<file path="config.mk">
export PLATFORM = sky130hd
export DESIGN_NAME = lrn_window_mapper_flat
export DESIGN_NICKNAME = d
export VERILOG_FILES = /design/src/rtl/lrn_window_mapper_if.sv /design/src/rtl/lrn_window_mapper.sv /design/src/flat_wrapper.sv
export SDC_FILE = /design/constraint.sdc
export NUM_CORES = 1
export LEC_CHECK = 0
export CAP_MARGIN = 15
export CORE_ASPECT_RATIO = 1.1
export CORE_MARGIN = 1
export CORE_UTILIZATION = 50
export CTS_BUF_LIST = sky130_fd_sc_hd__clkbuf_16
export DETAILED_ROUTE_END_ITERATION = 10
export PLACE_DENSITY = 0.69
export SLEW_MARGIN = 20
export SYNTH_ARGS = -nofsm -noshare
export SYNTH_HDL_FRONTEND = slang
export SYNTH_SLANG_ARGS = --single-unit
</file>
<file path="constraint.sdc">
create_clock -name core_clk -period 16.3 [get_ports core_clk]
set_clock_uncertainty 0.2 [all_clocks]
set_input_delay 1.63 -clock core_clk [delete_from_list [all_inputs] [get_ports core_clk]]
set_output_delay 1.63 -clock core_clk [all_outputs]
set_load 0.02 [all_outputs]
</file>
<file path="src/rtl/lrn_window_mapper_if.sv">
// LRN window mapper bus: configuration, datapath handshakes, strobes.
// Ports: master = controller/datapath side, slave = mapper side.
interface lrn_window_mapper_if #(
    parameter int N_WIDTH        = 2,
    parameter int M_WIDTH        = 4,
    parameter int E_WIDTH        = 4,
    parameter int F_WIDTH        = 4,
    parameter int V_WIDTH        = 2,
    parameter int ADDR_BUS_WIDTH = 20
);
    logic                      start_normalization;
    logic [N_WIDTH-1:0]        dim4;
    logic [M_WIDTH-1:0]        dim3;
    logic [E_WIDTH-1:0]        dim2;
    logic [F_WIDTH-1:0]        dim1;
    logic [V_WIDTH-1:0]        padding_num;
    logic                      layout;
    logic [ADDR_BUS_WIDTH-1:0] rd_base;
    logic [ADDR_BUS_WIDTH-1:0] wr_base;
    logic                      full_flag;
    logic                      div_out_valid;
    logic                      normalized_window_rr;
    logic [ADDR_BUS_WIDTH-1:0] r_addr;
    logic                      r_enable;
    logic                      pad_slot;
    logic [ADDR_BUS_WIDTH-1:0] w_addr;
    logic                      w_enable;
    logic                      busy;
    logic                      normalized_layer;

    modport master (
        output start_normalization,
        output dim4, dim3, dim2, dim1,
        output padding_num, layout,
        output rd_base, wr_base,
        output full_flag, div_out_valid,
        output normalized_window_rr,
        input  r_addr, r_enable, pad_slot,
        input  w_addr, w_enable,
        input  busy, normalized_layer
    );

    modport slave (
        input  start_normalization,
        input  dim4, dim3, dim2, dim1,
        input  padding_num, layout,
        input  rd_base, wr_base,
        input  full_flag, div_out_valid,
        input  normalized_window_rr,
        output r_addr, r_enable, pad_slot,
        output w_addr, w_enable,
        output busy, normalized_layer
    );
endinterface

</file>
<file path="src/rtl/lrn_window_mapper.sv">
// LRN window mapper: walks an NxMxExF tensor per spatial position,
// streams padded channel reads, one write per divider result.
// Ports: core_clk, reset (sync, active-high), bus (slave modport);
// optional perf_cycles/perf_stall with LRN_MAP_PERF_CNT_EN defined.
module lrn_window_mapper #(
    parameter int N_WIDTH        = 2,
    parameter int M_WIDTH        = 4,
    parameter int E_WIDTH        = 4,
    parameter int F_WIDTH        = 4,
    parameter int V_WIDTH        = 2,
    parameter int ADDR_BUS_WIDTH = 20,
    parameter int PERF_WIDTH     = 32
) (
    input  logic                  core_clk,
    input  logic                  reset,
`ifdef LRN_MAP_PERF_CNT_EN
    output logic [PERF_WIDTH-1:0] perf_cycles,
    output logic [PERF_WIDTH-1:0] perf_stall,
`endif
    lrn_window_mapper_if.slave    bus
);
    localparam int IW = N_WIDTH + M_WIDTH
                      + E_WIDTH + F_WIDTH;
    localparam int XW = IW + ADDR_BUS_WIDTH;
    localparam int SW = M_WIDTH + V_WIDTH + 1;
    localparam int AW = ADDR_BUS_WIDTH;

    typedef enum logic [2:0] {
        S_IDLE,
        S_READ,
        S_WAIT_FULL,
        S_WRITE,
        S_WAIT_RR,
        S_DONE
    } state_t;

    state_t             r_state;
    state_t             w_state_nxt;

    logic [N_WIDTH-1:0] r_dim4;
    logic [M_WIDTH-1:0] r_dim3;
    logic [E_WIDTH-1:0] r_dim2;
    logic [F_WIDTH-1:0] r_dim1;
    logic [V_WIDTH-1:0] r_pad;
    logic               r_layout;
    logic [AW-1:0]      r_rd_base;
    logic [AW-1:0]      r_wr_base;
    logic               r_zero;

    logic [N_WIDTH-1:0] r_n;
    logic [E_WIDTH-1:0] r_e;
    logic [F_WIDTH-1:0] r_f;
    logic [SW-1:0]      r_slot;
    logic [M_WIDTH-1:0] r_wcnt;

    logic [N_WIDTH-1:0] w_n_nxt;
    logic [E_WIDTH-1:0] w_e_nxt;
    logic [F_WIDTH-1:0] w_f_nxt;
    logic [SW-1:0]      w_slot_nxt;
    logic [M_WIDTH-1:0] w_wcnt_nxt;

    logic [AW-1:0]      r_rd_addr;
    logic               r_rd_en;
    logic               r_pad_slot;
    logic [AW-1:0]      r_wr_addr;
    logic               r_wr_en;
    logic               r_busy;
    logic               r_done;

    // Configuration seen by the read-slot logic: the live inputs
    // while idle (the first slot is issued off the start edge),
    // the latched copy afterwards.
    logic [N_WIDTH-1:0] w_dim4;
    logic [M_WIDTH-1:0] w_dim3;
    logic [E_WIDTH-1:0] w_dim2;
    logic [F_WIDTH-1:0] w_dim1;
    logic [V_WIDTH-1:0] w_pad;
    logic               w_layout;
    logic [AW-1:0]      w_rd_base;

    logic               w_start;
    logic               w_zero_cfg;
    logic [SW-1:0]      w_slots;
    logic               w_last_pos;
    logic               w_rd_go;
    logic               w_rd_pad;
    logic [M_WIDTH-1:0] w_rd_m;
    logic [AW-1:0]      w_rd_addr;
    logic               w_wr_go;
    logic [AW-1:0]      w_wr_addr;
    logic               w_busy_nxt;
    logic               w_done_nxt;

    function automatic logic [AW-1:0] addr_of(
        input logic [AW-1:0]      base,
        input logic [N_WIDTH-1:0] n,
        input logic [M_WIDTH-1:0] m,
        input logic [E_WIDTH-1:0] e,
        input logic [F_WIDTH-1:0] f,
        input logic [M_WIDTH-1:0] dm,
        input logic [E_WIDTH-1:0] de,
        input logic [F_WIDTH-1:0] df,
        input logic               lay
    );
        logic [XW-1:0] x_idx;
        if (lay) begin
            x_idx = ((XW'(n) * XW'(de) + XW'(e))
                  * XW'(df) + XW'(f))
                  * XW'(dm) + XW'(m);
        end else begin
            x_idx = ((XW'(n) * XW'(dm) + XW'(m))
                  * XW'(de) + XW'(e))
                  * XW'(df) + XW'(f);
        end
        // Sum at full width, keep the low bits: wraps silently.
        x_idx = x_idx + XW'(base);
        return x_idx[AW-1:0];
    endfunction

    assign w_start = (r_state == S_IDLE)
                   && bus.start_normalization;

    assign w_zero_cfg = (bus.dim4 == '0)
                     || (bus.dim3 == '0)
                     || (bus.dim2 == '0)
                     || (bus.dim1 == '0);

    always_comb begin
        w_dim4    = r_dim4;
        w_dim3    = r_dim3;
        w_dim2    = r_dim2;
        w_dim1    = r_dim1;
        w_pad     = r_pad;
        w_layout  = r_layout;
        w_rd_base = r_rd_base;
        if (r_state == S_IDLE) begin
            w_dim4    = bus.dim4;
            w_dim3    = bus.dim3;
            w_dim2    = bus.dim2;
            w_dim1    = bus.dim1;
            w_pad     = bus.padding_num;
            w_layout  = bus.layout;
            w_rd_base = bus.rd_base;
        end
    end

    assign w_slots = SW'(w_dim3)
                   + (SW'(w_pad) << 1);

    assign w_last_pos =
        (r_n == r_dim4 - N_WIDTH'(1))
     && (r_e == r_dim2 - E_WIDTH'(1))
     && (r_f == r_dim1 - F_WIDTH'(1));

    always_comb begin
        w_state_nxt = r_state;
        w_slot_nxt  = r_slot;
        w_wcnt_nxt  = r_wcnt;
        w_n_nxt     = r_n;
        w_e_nxt     = r_e;
        w_f_nxt     = r_f;
        unique case (r_state)
            S_IDLE: begin
                if (bus.start_normalization) begin
                    w_slot_nxt = '0;
                    w_wcnt_nxt = '0;
                    w_n_nxt    = '0;
                    w_e_nxt    = '0;
                    w_f_nxt    = '0;
                    w_state_nxt = w_zero_cfg
                                ? S_DONE : S_READ;
                end
            end
            S_READ: begin
                if (r_slot == w_slots - SW'(1)) begin
                    w_state_nxt = S_WAIT_FULL;
                end else begin
                    w_slot_nxt = r_slot + SW'(1);
                end
            end
            S_WAIT_FULL: begin
                if (bus.full_flag) begin
                    w_state_nxt = S_WRITE;
                    w_wcnt_nxt  = '0;
                end
            end
            S_WRITE: begin
                if (bus.div_out_valid) begin
                    w_wcnt_nxt = r_wcnt + M_WIDTH'(1);
                    if (r_wcnt == r_dim3 - M_WIDTH'(1)) begin
                        w_state_nxt = S_WAIT_RR;
                    end
                end
            end
            S_WAIT_RR: begin
                if (bus.normalized_window_rr) begin
                    if (w_last_pos) begin
                        w_state_nxt = S_DONE;
                    end else begin
                        w_state_nxt = S_READ;
                        w_slot_nxt  = '0;
                        if (r_f == r_dim1 - F_WIDTH'(1)) begin
                            w_f_nxt = '0;
                            if (r_e == r_dim2 - E_WIDTH'(1)) begin
                                w_e_nxt = '0;
                                w_n_nxt = r_n + N_WIDTH'(1);
                            end else begin
                                w_e_nxt = r_e + E_WIDTH'(1);
                            end
                        end else begin
                            w_f_nxt = r_f + F_WIDTH'(1);
                        end
                    end
                end
            end
            S_DONE: begin
                w_state_nxt = S_IDLE;
            end
            default: begin
                w_state_nxt = S_IDLE;
            end
        endcase
    end

    // Outputs are registered off the next-state values so each
    // slot is visible in the same cycle the FSM sits on it.
    assign w_rd_go  = (w_state_nxt == S_READ);
    assign w_rd_pad = (w_slot_nxt < SW'(w_pad))
                   || (w_slot_nxt >= SW'(w_pad)
                                   + SW'(w_dim3));
    assign w_rd_m   = M_WIDTH'(w_slot_nxt - SW'(w_pad));

    assign w_rd_addr = addr_of(w_rd_base, w_n_nxt,
                               w_rd_m, w_e_nxt, w_f_nxt,
                               w_dim3, w_dim2, w_dim1,
                               w_layout);

    assign w_wr_go   = (r_state == S_WRITE)
                    && bus.div_out_valid;
    assign w_wr_addr = addr_of(r_wr_base, r_n,
                               r_wcnt, r_e, r_f,
                               r_dim3, r_dim2, r_dim1,
                               r_layout);

    // A zero-dim layer spends one busy cycle in DONE and pulses
    // on the way out; a normal layer pulses on entry to DONE.
    assign w_busy_nxt =
        (w_state_nxt == S_READ)
     || (w_state_nxt == S_WAIT_FULL)
     || (w_state_nxt == S_WRITE)
     || (w_state_nxt == S_WAIT_RR)
     || ((r_state == S_IDLE) && (w_state_nxt == S_DONE));

    assign w_done_nxt =
        ((r_state == S_WAIT_RR) && (w_state_nxt == S_DONE))
     || ((r_state == S_DONE) && r_zero);

    always_ff @(posedge core_clk) begin
        if (reset) begin
            r_state    <= S_IDLE;
            r_dim4     <= '0;
            r_dim3     <= '0;
            r_dim2     <= '0;
            r_dim1     <= '0;
            r_pad      <= '0;
            r_layout   <= 1'b0;
            r_rd_base  <= '0;
            r_wr_base  <= '0;
            r_zero     <= 1'b0;
            r_n        <= '0;
            r_e        <= '0;
            r_f        <= '0;
            r_slot     <= '0;
            r_wcnt     <= '0;
            r_rd_addr  <= '0;
            r_rd_en    <= 1'b0;
            r_pad_slot <= 1'b0;
            r_wr_addr  <= '0;
            r_wr_en    <= 1'b0;
            r_busy     <= 1'b0;
            r_done     <= 1'b0;
        end else begin
            r_state <= w_state_nxt;
            r_n     <= w_n_nxt;
            r_e     <= w_e_nxt;
            r_f     <= w_f_nxt;
            r_slot  <= w_slot_nxt;
            r_wcnt  <= w_wcnt_nxt;
            if (w_start) begin
                r_dim4    <= bus.dim4;
                r_dim3    <= bus.dim3;
                r_dim2    <= bus.dim2;
                r_dim1    <= bus.dim1;
                r_pad     <= bus.padding_num;
                r_layout  <= bus.layout;
                r_rd_base <= bus.rd_base;
                r_wr_base <= bus.wr_base;
                r_zero    <= w_zero_cfg;
            end
            r_rd_en    <= w_rd_go && !w_rd_pad;
            r_pad_slot <= w_rd_go && w_rd_pad;
            if (w_rd_go && !w_rd_pad) begin
                r_rd_addr <= w_rd_addr;
            end
            r_wr_en <= w_wr_go;
            if (w_wr_go) begin
                r_wr_addr <= w_wr_addr;
            end
            r_busy <= w_busy_nxt;
            r_done <= w_done_nxt;
        end
    end

    assign bus.r_addr           = r_rd_addr;
    assign bus.r_enable         = r_rd_en;
    assign bus.pad_slot         = r_pad_slot;
    assign bus.w_addr           = r_wr_addr;
    assign bus.w_enable         = r_wr_en;
    assign bus.busy             = r_busy;
    assign bus.normalized_layer = r_done;

`ifdef LRN_MAP_PERF_CNT_EN
    logic [PERF_WIDTH-1:0] r_perf_cycles;
    logic [PERF_WIDTH-1:0] r_perf_stall;
    logic                  w_stall;

    assign w_stall = (r_state == S_WAIT_FULL)
                  || (r_state == S_WAIT_RR)
                  || ((r_state == S_WRITE)
                      && !bus.div_out_valid);

    always_ff @(posedge core_clk) begin
        if (reset || w_start) begin
            r_perf_cycles <= '0;
            r_perf_stall  <= '0;
        end else begin
            if (r_busy && (r_perf_cycles != '1)) begin
                r_perf_cycles <= r_perf_cycles
                               + PERF_WIDTH'(1);
            end
            if (w_stall && (r_perf_stall != '1)) begin
                r_perf_stall <= r_perf_stall
                              + PERF_WIDTH'(1);
            end
        end
    end

    assign perf_cycles = r_perf_cycles;
    assign perf_stall  = r_perf_stall;
`endif
endmodule

</file>
<file path="src/flat_wrapper.sv">
// flat-port wrapper written by rule: the top's interface ports become plain ports
module lrn_window_mapper_flat 
#(
    parameter int N_WIDTH        = 2,
    parameter int M_WIDTH        = 4,
    parameter int E_WIDTH        = 4,
    parameter int F_WIDTH        = 4,
    parameter int V_WIDTH        = 2,
    parameter int ADDR_BUS_WIDTH = 20,
    parameter int PERF_WIDTH     = 32
)
  (core_clk, reset, bus_start_normalization, bus_dim4, bus_dim3, bus_dim2, bus_dim1, bus_padding_num, bus_layout, bus_rd_base, bus_wr_base, bus_full_flag, bus_div_out_valid, bus_normalized_window_rr, bus_r_addr, bus_r_enable, bus_pad_slot, bus_w_addr, bus_w_enable, bus_busy, bus_normalized_layer);
  lrn_window_mapper_if #(.N_WIDTH(N_WIDTH), .M_WIDTH(M_WIDTH), .E_WIDTH(E_WIDTH), .F_WIDTH(F_WIDTH), .V_WIDTH(V_WIDTH), .ADDR_BUS_WIDTH(ADDR_BUS_WIDTH)) bus_i ();
  input  logic core_clk;
  input  logic reset;
  input wire logic [$bits(bus_i.start_normalization)-1:0] bus_start_normalization;
  input wire logic [$bits(bus_i.dim4)-1:0] bus_dim4;
  input wire logic [$bits(bus_i.dim3)-1:0] bus_dim3;
  input wire logic [$bits(bus_i.dim2)-1:0] bus_dim2;
  input wire logic [$bits(bus_i.dim1)-1:0] bus_dim1;
  input wire logic [$bits(bus_i.padding_num)-1:0] bus_padding_num;
  input wire logic [$bits(bus_i.layout)-1:0] bus_layout;
  input wire logic [$bits(bus_i.rd_base)-1:0] bus_rd_base;
  input wire logic [$bits(bus_i.wr_base)-1:0] bus_wr_base;
  input wire logic [$bits(bus_i.full_flag)-1:0] bus_full_flag;
  input wire logic [$bits(bus_i.div_out_valid)-1:0] bus_div_out_valid;
  input wire logic [$bits(bus_i.normalized_window_rr)-1:0] bus_normalized_window_rr;
  output wire logic [$bits(bus_i.r_addr)-1:0] bus_r_addr;
  output wire logic [$bits(bus_i.r_enable)-1:0] bus_r_enable;
  output wire logic [$bits(bus_i.pad_slot)-1:0] bus_pad_slot;
  output wire logic [$bits(bus_i.w_addr)-1:0] bus_w_addr;
  output wire logic [$bits(bus_i.w_enable)-1:0] bus_w_enable;
  output wire logic [$bits(bus_i.busy)-1:0] bus_busy;
  output wire logic [$bits(bus_i.normalized_layer)-1:0] bus_normalized_layer;
  assign bus_i.start_normalization = bus_start_normalization;
  assign bus_i.dim4 = bus_dim4;
  assign bus_i.dim3 = bus_dim3;
  assign bus_i.dim2 = bus_dim2;
  assign bus_i.dim1 = bus_dim1;
  assign bus_i.padding_num = bus_padding_num;
  assign bus_i.layout = bus_layout;
  assign bus_i.rd_base = bus_rd_base;
  assign bus_i.wr_base = bus_wr_base;
  assign bus_i.full_flag = bus_full_flag;
  assign bus_i.div_out_valid = bus_div_out_valid;
  assign bus_i.normalized_window_rr = bus_normalized_window_rr;
  assign bus_r_addr = bus_i.r_addr;
  assign bus_r_enable = bus_i.r_enable;
  assign bus_pad_slot = bus_i.pad_slot;
  assign bus_w_addr = bus_i.w_addr;
  assign bus_w_enable = bus_i.w_enable;
  assign bus_busy = bus_i.busy;
  assign bus_normalized_layer = bus_i.normalized_layer;
  lrn_window_mapper #(.N_WIDTH(N_WIDTH), .M_WIDTH(M_WIDTH), .E_WIDTH(E_WIDTH), .F_WIDTH(F_WIDTH), .V_WIDTH(V_WIDTH), .ADDR_BUS_WIDTH(ADDR_BUS_WIDTH), .PERF_WIDTH(PERF_WIDTH)) u_core (.core_clk(core_clk), .reset(reset), .bus(bus_i));
endmodule
</file>
==> flow_results.org <==
** Floorplanning
- The floorplan step defined a die boundary enclosing 0.0380 sq mm.
- 108 I/O pins were placed.
- Starting density of the core :: 51.1%
- The core region is 0.0364 sq mm.
- From left edge to right edge, the die measures 186 um.
- Standard-cell row count :: 73
- Measured along the y axis, the die boundary spans 204 um.

** Power and ir drop
- Internal power comes to 0.960 mW.
- Clock share of power :: 21.6%
- Net switching fraction of the power :: 43.4%
- The worst-case IR drop observed on VDD is 0.000131 V.
- Summed over all nets, the switching power comes to 0.736 mW.
- LEAKAGE :: 10.6 nW
- Sequential cells account for 21.9% of the total power.
- Of the total power, combinational logic draws 56.5%.
- Pwr/cell area :: 82.1 mW/mm^2

** Drt
- In the routed layout, each cell is associated on average with a via count of 5.43.
- Antenna-violating nets left :: 0
- First-pass iteration count of the detailed router :: 5
- DRC violations left :: 0
- Number of design-rule violations left by the first detailed-router iteration :: 685
- Total via count after detailed routing :: 15620
- Routed Wire Length :: 46000 um
- After detailed routing, the average wire length per cell comes to 16.0 um.

** Synthesis
- Yosys instantiated no cell more often than sky130_fd_sc_hd__nand2_1.
- After synthesis, the largest family of logic cells by area is adder cells.
- Summing the areas of all compound-gate instances in the mapped netlist gives 12.8% of the synthesized area.
- Share of the synthesized netlist area taken by xor and xnor gates :: 6.83%
- The synthesized netlist devotes 35.8% of its cell area to adder and majority cells.
- Simple-gate share of the synthesized area :: 19.6%
- Post-synth design cell area :: 0.0186 sq mm
- Synthesized netlist net count :: 2821
- Share of synthesized registers carrying an async set or reset :: 0%
- After synthesis, the share of cell area in mux cells is 3.93%.
- Number of synthesized flops with an enable pin :: 0
- During synthesis, Yosys emitted a total of 0 warnings.
- Flip-flop and latch count after synthesis :: 127
- Share of synthesized area occupied by flip-flops and latches :: 13.7%
- In this run the mean area of a mapped cell was 8.05 sq um.
- After synthesis, the cell types taking the most area are sky130_fd_sc_hd__ha_1, sky130_fd_sc_hd__fa_1, sky130_fd_sc_hd__dfxtp_1.
- Portion of synthesized cell area occupied by the leading cell type :: 19.8%
- After technology mapping, the gate count stands at 2314.
- List of most frequent post-synthesis cells :: sky130_fd_sc_hd__nand2_1, sky130_fd_sc_hd__ha_1, sky130_fd_sc_hd__inv_1
- The biggest area contributor in the post-synthesis netlist is sky130_fd_sc_hd__ha_1.
- In the synthesized netlist the dominant register cell turns out to be sky130_fd_sc_hd__dfxtp_1.
- Yosys mapped the design onto 78 distinct sky130hd cell types.

** Clocking
- In this run the post-CTS setup repair buffer count came out at 0.
- After clock tree synthesis, the flow added hold-fix buffers numbering 0.
- Maximum root-to-sink buffer count :: 2
- Number of buffers created by CTS :: 17
- The clock drives 127 sinks.
- In this run the clock root is driven by a sky130_fd_sc_hd__clkbuf_16.
- TritonCTS built the clock tree.
- Clock latency on the worst-skew pair :: 0.45 ns
- Post-cts resize count :: 0
- Clock-pin slew was measured on the worst setup and hold paths at 0.06 ns.
- H-tree depth reported by CTS :: 4

** Worst setup path
- CP Launch Type :: primary input
- The worst setup path is captured at a flip-flop.
- Peak fanout along the critical path :: 16
- Arr. time, crit path :: 15.11 ns
- Stage delay of the slowest cell on the critical path :: 0.64 ns
- Critical-path top delay cell :: sky130_fd_sc_hd__fa_1
- CP Class :: in -> reg
- Counting cells, the worst reg-to-reg path comes to 52.
- Most repeated library cell on the critical path :: sky130_fd_sc_hd__ha_1
- Data on the critical path is required at its endpoint by 16.39 ns.

** Timing
- The worst path uses 92.1% of the clock period.
- Setup violations remaining at the end of the flow were counted as 0.
- Static timing analysis puts the maximum clock frequency at 0.0666 GHz.
- After routing, the total negative slack on setup checks comes to 0 ns.
- Count of pins over their slew limit :: 0
- Number of endpoints with negative hold slack in the final report :: 0
- In this run the tightest slew margin relative to its limit is 35.3%.
- For the finished layout, the period the worst path requires is 15.02 ns.
- RSZ-0062 raised after global routing :: no
- At the pin with the least slew margin, the transition time is 0.950 ns.

** Global route
- The number of antenna violations at the first check in global routing is 0.
- The total overflow left after global routing is 0.
- Wire length of the first global-routing pass :: 75300 um
- Number of global-route vias before repair :: 15818
- Maximum number of pins on one net before global-route repair :: 79
- Overall Global Routing Usage :: 25.0%

** Placement
- Port Buffers :: 107
- Cell Area, Placed :: 0.0201 sq mm
- Routability-driven placement finished with a final weighted congestion of 0.883.
- Post-detailed-placement half-perimeter wirelength :: 37900 um
- Placed Instances :: 2843

** Finish
- Number of standard cells in the final layout excluding fillers :: 2875
- Post-synthesis to final-layout area growth :: 10.9%
- In the final design database the tool counted 2882 nets.
- Post-route cell area :: 0.0207 sq mm
- The number of antenna diodes in the final layout is 0.
- The post-route netlist has 4.48% of its cells at a drive strength greater than 1.

** Job
- Across the run, the number of max-cap violations was 0.

** Status
- Run status :: finished, final reports clean

** Min path
- Worst Hold Class :: reg -> reg
- Along the worst hold path, the cell count comes to 2.
## worst paths after layout
| path | start | end | slack, ns |
|---|---|---|---|
| worst min-delay path | u_core.r_rd_base[6]$_SDFFE_PP0P_ | u_core.r_rd_base[6]$_SDFFE_PP0P_ | 0.25 |
| worst max-delay path | bus_dim3[1] | u_core.bus.r_addr[18]$_SDFFE_PP0P_ | 1.28 |
| worst min register to register | u_core.r_rd_base[6]$_SDFFE_PP0P_ | u_core.r_rd_base[6]$_SDFFE_PP0P_ | 0.25 |
| worst max register to register | u_core.r_state[2]$_SDFF_PP0_ | u_core.bus.r_addr[18]$_SDFFE_PP0P_ | 2.05 |
## per-layer routing
metal	vias up	wire length (um)	GRT usage [%]
met3	93	1340	2.66
met4	0	2010	12.4
li1	7751	-	-
met1	7479	19000	28.5
met2	297	23600	45.8
met5	-	0	0
## cell usage in the layout (no fill, tap or decap), types with 3 or more instances in the layout
cell type and count:
sky130_fd_sc_hd__and2_1 80, sky130_fd_sc_hd__o21ai_1 3, sky130_fd_sc_hd__o31ai_1 7, sky130_fd_sc_hd__a21boi_0 10, sky130_fd_sc_hd__nor2_1 165, sky130_fd_sc_hd__or3_1 12
sky130_fd_sc_hd__nand4_1 11, sky130_fd_sc_hd__inv_6 4, sky130_fd_sc_hd__nand3b_1 8, sky130_fd_sc_hd__nand2b_1 43, sky130_fd_sc_hd__clkinv_4 4, sky130_fd_sc_hd__o211ai_1 6
sky130_fd_sc_hd__nor4_1 7, sky130_fd_sc_hd__o21ai_0 56, sky130_fd_sc_hd__clkbuf_16 17, sky130_fd_sc_hd__clkinvlp_4 3, sky130_fd_sc_hd__buf_4 13, sky130_fd_sc_hd__a21o_1 41
sky130_fd_sc_hd__or2_2 14, sky130_fd_sc_hd__ha_1 295, sky130_fd_sc_hd__mux2_2 30, sky130_fd_sc_hd__nor2b_1 24, sky130_fd_sc_hd__a31oi_1 12, sky130_fd_sc_hd__o21a_1 5
sky130_fd_sc_hd__a211oi_1 7, sky130_fd_sc_hd__clkdlybuf4s50_1 106, sky130_fd_sc_hd__nor3_1 30, sky130_fd_sc_hd__fa_1 149, sky130_fd_sc_hd__nand3_1 24, sky130_fd_sc_hd__a21oi_1 179
sky130_fd_sc_hd__xnor2_1 93, sky130_fd_sc_hd__mux2i_1 37, sky130_fd_sc_hd__nand2_1 341, sky130_fd_sc_hd__a22oi_1 4, sky130_fd_sc_hd__xor2_1 47, sky130_fd_sc_hd__o21bai_1 22
sky130_fd_sc_hd__inv_1 284, sky130_fd_sc_hd__and3_1 9, sky130_fd_sc_hd__dfxtp_1 127
## power groups by stage
stage	registers (mW)	clock network (mW)	logic, mW
floorplan	0.383	0	0.707
global placement	0.376	0	0.932
detailed placement	0.378	0	0.949
CTS	0.371	0.372	0.961
global route	0.375	0.387	1.08
finish	0.371	0.367	0.958
## logic make-up after synthesis
kind of cell / after synthesis
flip-flops: 127
AND/OR/NAND/NOR: 784
XOR/XNOR: 142
buffers and inverters: 361
multiplexers: 69
AO/OA/AOI/OAI: 387
adder cells (fa/ha/maj): 444
## registers in the layout, summed over array words and instances, names as in the netlist, 3 cells and up
register	flops
u_core.r_rd_base	20
u_core.r_state	3
u_core.r_wcnt	4
u_core.r_f	4
u_core.r_dim1	4
u_core.r_dim3	4
u_core.r_wr_base	20
u_core.r_e	4
u_core.bus.w_addr	20
u_core.bus.r_addr	20
u_core.r_slot	7
u_core.r_dim2	4
## stage by stage
stage	total power [mW]	setup WS [ns]	hold WS, ns	utilization, %
floorplan	1.09	2.42	0.234	-
global placement	1.31	1.32	0.239	55.1
detailed placement	1.33	0.979	0.246	55.1
CTS	1.70	1.34	0.254	56.7
global route	1.84	0.189	0.273	56.7
finish	1.70	1.28	0.253	56.7
## layout make-up
type	count	area (sq um)
Clock buffer	17	425
Clock inverter	15	136
Fill cell	3346	15800
Inverter	284	1070
Multi-Input combinational cell	1826	14700
Sequential cell	127	2540
Tap cell	487	609
Timing Repair Buffer	119	1160
## worst max-delay path: cells and delay by family
| kind | cells | cell delay, ns |
|---|---|---|
| AND/OR/NAND/NOR | 12 | 2.22 |
| adder cells (fa/ha/maj) | 14 | 5.55 |
| buffers and inverters | 6 | 1.22 |
| AO/OA/AOI/OAI | 12 | 2.53 |
| XOR/XNOR | 6 | 1.71 |
| multiplexers | 2 | 0.24 |
(Power assumes the default switching activity.)
